<file path="src/rtl/imem_boot_loader.sv">
// Boot-time instruction loader and instruction RAM.
// Streams 32-bit words into a word-addressed RAM and holds the processor in
// reset until the program is in place. It then releases the processor and
// serves combinational instruction fetches.
module imem_boot_loader #(
  parameter int          DEPTH      = 64,
  parameter logic [63:0] START_PC   = 64'h0,
  parameter int          RESET_HOLD = 2
) (
  input  logic                     CLK,
  input  logic                     reset,
  input  logic                     load_start,
  input  logic                     ld_valid,
  input  logic [31:0]              ld_data,
  input  logic                     ld_last,
  output logic                     ld_ready,
  input  logic [63:0]              currentpc,
  output logic [31:0]              instruction,
  output logic [63:0]              startpc,
  output logic                     proc_resetl,
  output logic [$clog2(DEPTH):0]   loaded_words,
  output logic                     done,
  output logic                     err
);

  localparam int AW = $clog2(DEPTH);
  localparam int HW = $clog2(RESET_HOLD + 1);

  localparam logic [AW:0]   LW_ONE    = (AW+1)'(1);
  localparam logic [AW:0]   LW_LAST   = (AW+1)'(DEPTH - 1);
  localparam logic [HW-1:0] CNT_ONE   = HW'(1);
  localparam logic [HW-1:0] HOLD_LAST = HW'(RESET_HOLD - 1);
  localparam logic [63:0]   PC_LIMIT  = 64'(4 * DEPTH);

  typedef enum logic [1:0] {
    S_IDLE,
    S_LOAD,
    S_HOLD,
    S_RUN
  } state_t;

  state_t          state_q, state_d;
  logic [HW-1:0]   cnt_q, cnt_d;
  logic            ld_ready_q, ld_ready_d;
  logic            proc_resetl_q, proc_resetl_d;
  logic            done_q, done_d;
  logic            err_q, err_d;
  logic [AW:0]     lw_q, lw_d;

  logic [31:0]     mem [DEPTH];
  logic            wr_en;
  logic            last_slot;

  // A word is taken only while loading; a simultaneous reset suppresses it.
  assign wr_en     = (state_q == S_LOAD) && ld_valid && ld_ready_q && !reset;
  assign last_slot = (lw_q == LW_LAST);

  // Next-state and registered-output decode.
  always_comb begin
    state_d       = state_q;
    cnt_d         = cnt_q;
    ld_ready_d    = ld_ready_q;
    proc_resetl_d = proc_resetl_q;
    done_d        = done_q;
    err_d         = err_q;
    lw_d          = lw_q;
    case (state_q)
      S_IDLE, S_RUN: begin
        // A (re)load request puts the processor back into reset right away.
        if (load_start) begin
          state_d       = S_LOAD;
          ld_ready_d    = 1'b1;
          proc_resetl_d = 1'b0;
          done_d        = 1'b0;
          err_d         = 1'b0;
          lw_d          = '0;
        end
      end
      S_LOAD: begin
        if (wr_en) begin
          lw_d = lw_q + LW_ONE;
          // The last RAM slot ends the load even without ld_last; flag truncation.
          if (ld_last || last_slot) begin
            state_d    = S_HOLD;
            ld_ready_d = 1'b0;
            cnt_d      = '0;
            err_d      = !ld_last;
          end
        end
      end
      S_HOLD: begin
        if (cnt_q == HOLD_LAST) begin
          state_d       = S_RUN;
          proc_resetl_d = 1'b1;
          done_d        = 1'b1;
        end else begin
          cnt_d = cnt_q + CNT_ONE;
        end
      end
      default: state_d = S_IDLE;
    endcase
  end

  // Control state and registered outputs.
  always_ff @(posedge CLK) begin
    if (reset) begin
      state_q       <= S_IDLE;
      cnt_q         <= '0;
      ld_ready_q    <= 1'b0;
      proc_resetl_q <= 1'b0;
      done_q        <= 1'b0;
      err_q         <= 1'b0;
      lw_q          <= '0;
    end else begin
      state_q       <= state_d;
      cnt_q         <= cnt_d;
      ld_ready_q    <= ld_ready_d;
      proc_resetl_q <= proc_resetl_d;
      done_q        <= done_d;
      err_q         <= err_d;
      lw_q          <= lw_d;
    end
  end

  // Instruction RAM write port; contents survive reset.
  always_ff @(posedge CLK) begin
    if (wr_en) begin
      mem[lw_q[AW-1:0]] <= ld_data;
    end
  end

  // Combinational fetch; PCs beyond the RAM read as zero, byte offset ignored.
  always_comb begin
    instruction = '0;
    if (currentpc < PC_LIMIT) begin
      instruction = mem[currentpc[AW+1:2]];
    end
  end

  assign ld_ready     = ld_ready_q;
  assign proc_resetl  = proc_resetl_q;
  assign done         = done_q;
  assign err          = err_q;
  assign loaded_words = lw_q;
  assign startpc      = START_PC;

endmodule

</file>
<file path="config.mk">
export PLATFORM = sky130hd
export DESIGN_NAME = imem_boot_loader
export DESIGN_NICKNAME = d
export VERILOG_FILES = /design/src/rtl/imem_boot_loader.sv
export SDC_FILE = /design/constraint.sdc
export NUM_CORES = 2
export LEC_CHECK = 0
export ABC_AREA = 1
export BUFFER_PORTS_ARGS = -buffer_cell sky130_fd_sc_hd__buf_2
export CAP_MARGIN = 25
export CELL_PAD_IN_SITES_DETAIL_PLACEMENT = 2
export CELL_PAD_IN_SITES_GLOBAL_PLACEMENT = 2
export CORE_MARGIN = 2
export CORE_UTILIZATION = 34
export CTS_BUF_LIST = sky130_fd_sc_hd__clkbuf_8
export CTS_CLUSTER_DIAMETER = 50
export CTS_CLUSTER_SIZE = 8
export DETAILED_ROUTE_END_ITERATION = 10
export GPL_ROUTABILITY_DRIVEN = 0
export HOLD_SLACK_MARGIN = 0.05
export PLACE_DENSITY = 0.66
export SYNTH_ARGS = -nofsm -noshare
export SYNTH_HDL_FRONTEND = slang
export SYNTH_SLANG_ARGS = --single-unit
</file>
<file path="constraint.sdc">
create_clock -name CLK -period 6.85 [get_ports CLK]
set_clock_uncertainty 0.1 [all_clocks]
set_input_delay 1.0275 -clock CLK [delete_from_list [all_inputs] [get_ports CLK]]
set_output_delay 1.0275 -clock CLK [all_outputs]
set_load 0.005 [all_outputs]
</file>
==> impl_metrics.py <==
metrics = {
    "status": {
        "run_status": "completed",
    },
    "finish": {
        "layout-area-overhead-vs-synth_pct": 11.45,
        "finish.net_count": 7563,
        "final_core_utilization_pct": 38.04,
        "fillers": 25741,
        "final_layout_size_suffix_gt1_share_pct": 11.01,
    },
    "sta": {
        "final.min_clock_period_ns": 5.362,
        "max_slew.worst_pin.slew_ns": 1.068,
        "setup_tns_ns": 0,
        "slew_violations": 0,
        "max_freq_ghz": 0.1865,
        "timing.slew.headroom_pct": 28.82,
        "setup-violations-final": 0,
        "final_critical_path_share_of_the_clock_period_pct": 78.28,
        "rsz0062_at_grt": "no",
        "finalHoldViolations": 0,
    },
    "critical_path": {
        "critical_path_destination": "instruction[9]",
        "criticalPathCategory": "input pin to primary output",
        "path_buf_inv": 4,
        "reg2reg_to": "mem[15][18]",
        "path_cells": "buf_8 -> inv_16 -> buf_4 -> nand2_1 -> nand3_1 -> nand3_1 -> nand3_1 -> nand3_1 -> nand3_1 -> nand2_1 -> nor2_1 -> buf_2",
        "cp_common_cell": "nand3_1",
        "setup.worst_path.start": "currentpc[2]",
        "worstPathRequired_ns": 5.72,
        "worstSetupPathDepth": 12,
        "crit-reg2reg-launch": "state_q[1]",
        "crit_path_start_kind": "input pin",
        "critical-path-top-delay-family": "simple AND/OR/NAND/NOR gates",
        "cp-end-kind": "primary output",
        "critPathSlowestCell": "nor2_1",
        "crit_path_max_incr_delay_ns": 0.48,
        "ff2ff_path_depth": 7,
        "worstPathArrival_ns": 4.23,
        "rrSetupSlack_ns": 3.15,
        "cp_max_fo": 148,
    },
    "global_routing": {
        "tot_gr_track_use_pct": 23.26,
        "grt_antenna_before_repair": 20,
        "grt_pass1_vias": 63236,
        "globalRouteOverflowTotal": 0,
        "wire_length_of_the_first_global_routing_pass_um": 431200,
        "grt_start_max_net_pins": 188,
    },
    "drt": {
        "post_drt_via_cell_ratio": 5.384,
        "dr_wl_met3_um": 11920,
        "route.met2.wl_um": 148000,
        "m1WireLength_um": 128300,
        "vias": 58373,
        "route.detailed.wl_per_inst_um": 27.38,
        "remaining_drc_errors": 0,
        "drt_first_iter_violations": 4725,
        "highest_layer": "met5",
        "detailedRoute.firstPassIterationCount": 5,
        "route.final.wire_length_um": 296900,
        "drt.antenna.violating_nets": 0,
    },
    "synthesis": {
        "ys_ff_latch": 2062,
        "ys_warn_count": 0,
        "yosys.area_share.simple_pct": 22.11,
        "multiplexer_fraction_of_the_synthesized_cell_area_pct": 0,
        "synth_xor_area_share_pct": 0.01034,
        "synth_cell_type_count": 30,
        "synth.avg_cell_area_sq_um": 11.70,
        "synthesized_area_fraction_occupied_by_ao_oa_aoi_and_oai_cells_pct": 0.4401,
        "ys_seq_area_share_pct": 72.92,
        "synth_adder_area_share_pct": 0.05907,
        "main_combinational_cell_family_by_area_after_synthesis": "simple AND/OR/NAND/NOR gates",
        "synth.cell_area_sq_um": 84720,
        "synth_instances": 7243,
    },
    "placement": {
        "place_hpwl_um": 161700,
        "count_of_buffers_inserted_at_the_top_level_ports": 141,
    },
    "flow_run": {
        "drv_cap": 0,
    },
    "clocking": {
        "post-cts-setup-buffers": 0,
        "worst_skew_pair.late_latency_ns": 1.06,
        "cts_tree": "done",
        "cts.sinks": 2062,
        "cts_buffer_depth": 4,
        "cts.repair.resized": 0,
        "cts_inserted_buffers": 315,
        "hold_buf_cts": 1,
        "cts.clk_slew.worst_paths_ns": 0.06,
        "h-tree-depth": 5,
        "clk_root_buffer_cell": "clkbuf_8",
    },
    "power": {
        "power.switching_fraction_pct": 24.19,
        "internal_power_mw": 18.66,
        "pwr_cell_area_nw_per_um2": 260.7,
        "vdd.ir_drop.worst_uv": 121.0,
        "power.switching_mw": 5.956,
        "p_leak_nw": 33.85,
        "seqPwrFrac_pct": 56.4,
        "comb_power_share_pct": 6.8,
        "power.share.clock_pct": 36.7,
    },
    "worst_hold_path": {
        "hold_class": "input pin to flip-flop",
    },
    "die": {
        "floorplan.initialDensity_pct": 34.13,
        "floorplan.die.height_um": 503.2,
        "fp_rows": 183,
        "design.die.area_sq_um": 253200,
        "ioPinCount": 208,
        "core_area_sq_um": 248200,
        "die_x_um": 503.2,
    },
}
-- power groups by stage --
stage	combinational, mW	clock [mW]	sequential, mW
2_1_floorplan	0.942	0	14.2
3_3_place_gp	1.61	0	14.2
3_5_place_dp	1.68	0	14.2
4_1_cts	1.69	9.28	13.9
5_1_grt	1.85	9.72	13.9
6_report	1.68	9.05	13.9
-- cell usage after synthesis (all sizes together) --
cell	number	share of area [%]
nand2	2232	9.9
edfxtp	2048	73
nand3	1809	11
buf	421	2.9
inv	265	1.2
nor2	197	0.87
clkbuf	95	0.42
or2	65	0.48
o21ai	30	0.18
a21oi	16	0.095
o211ai	16	0.14
dfxtp	14	0.33
nor4	10	0.074
nand4	9	0.066
nor3	5	0.030
ha	4	0.059
a31oi	1	0.0074
clkinv	1	0.0044
conb	1	0.0044
nor3b	1	0.0089
o211a	1	0.012
o22ai	1	0.0074
xor2	1	0.010
-- cell families (layout without fill, tap and decap cells) --
family | after synthesis | after routing
compound gates | 65 | 65
xor+xnor | 1 | 1
fa+ha+maj | 4 | 4
buf+inv | 782 | 981
flops | 2062 | 2062
other cells | 1 | 71
simple gates | 4328 | 4328
-- worst reg2reg max path, stage by stage (launching register included) --
cell,delay (ns)
dfxtp_1,0.32
inv_1,0.08
ha_1,0.22
nand4_1,0.15
clkinv_1,0.21
nand2_1,0.64
nor2_4,1.07
buf_4,0.50
-- registers in the layout, indices dropped and copies added, names as in the netlist --
register      count
ld_ready          1
done              1
cnt_q             2
mem            2048
state_q           2
loaded_words      7
err               1
-- cell type report --
type | instances | area [sq um] | area share (%)
clock inverter | 38 | 245.2 | 0.2597
antenna | 7 | 17.52 | 0.01855
tap | 3330 | 4167 | 4.413
timing repair buffer | 351 | 2803 | 2.968
sequential | 2062 | 61780 | 65.43
clock buffer | 326 | 4487 | 4.752
multi-input combinational | 4462 | 19890 | 21.06
inverter | 266 | 1035 | 1.096
-- layer usage --
layer | vias to the layer above | GRT usage (%)
li1 | 25438 | -
met1 | 31049 | 30.08
met2 | 1338 | 40.55
met3 | 546 | 2.944
met4 | 2 | 7.173
met5 | - | 0
-- stage by stage --
step | setup WS [ns] | std cells | total power, mW | cell area, sq um | hold WS (ns)
global route | 1.443 | 10839 | 25.45 | 94410 | 0.1623
CTS | 1.597 | 10832 | 24.86 | 94340 | 0.1644
global placement | 1.555 | 10461 | 15.77 | 89480 | 0.3541
detailed placement | 1.595 | 10467 | 15.84 | 89600 | 0.3714
finish | 1.488 | 10842 | 24.62 | 94420 | 0.2092
floorplan | 3.273 | 7306 | 15.10 | 84960 | 0.3507
-- placed cells by master, fill, tap and decap left out, types with 4 or more instances in the layout --
cell and n:
buf_4 171, clkinv_1 5, nand4_1 9, conb_1 64, nand3_1 1809, nor2_4 65, buf_12 38, diode_2 7
or2_2 65, clkinv_2 8, nand2_1 2232, nor2_1 132, clkbuf_8 326, a21oi_1 16, edfxtp_1 2048, ha_1 4
buf_2 136, o21ai_0 27, o211ai_1 16, dfxtp_1 14, inv_1 279, nor4_1 10, nor3_1 5
-- how the worst min path moves through the flow --
stage,start,endpoint,cells after the start
6_report,ld_data[12],mem[49][12],1
5_1_grt,ld_data[12],mem[53][12],1
4_1_cts,ld_last,err,4
3_5_place_dp,err,err,2
3_3_place_gp,err,err,2
2_1_floorplan,state_q[1],state_q[1],2
Power figures use the tool's default switching activity.
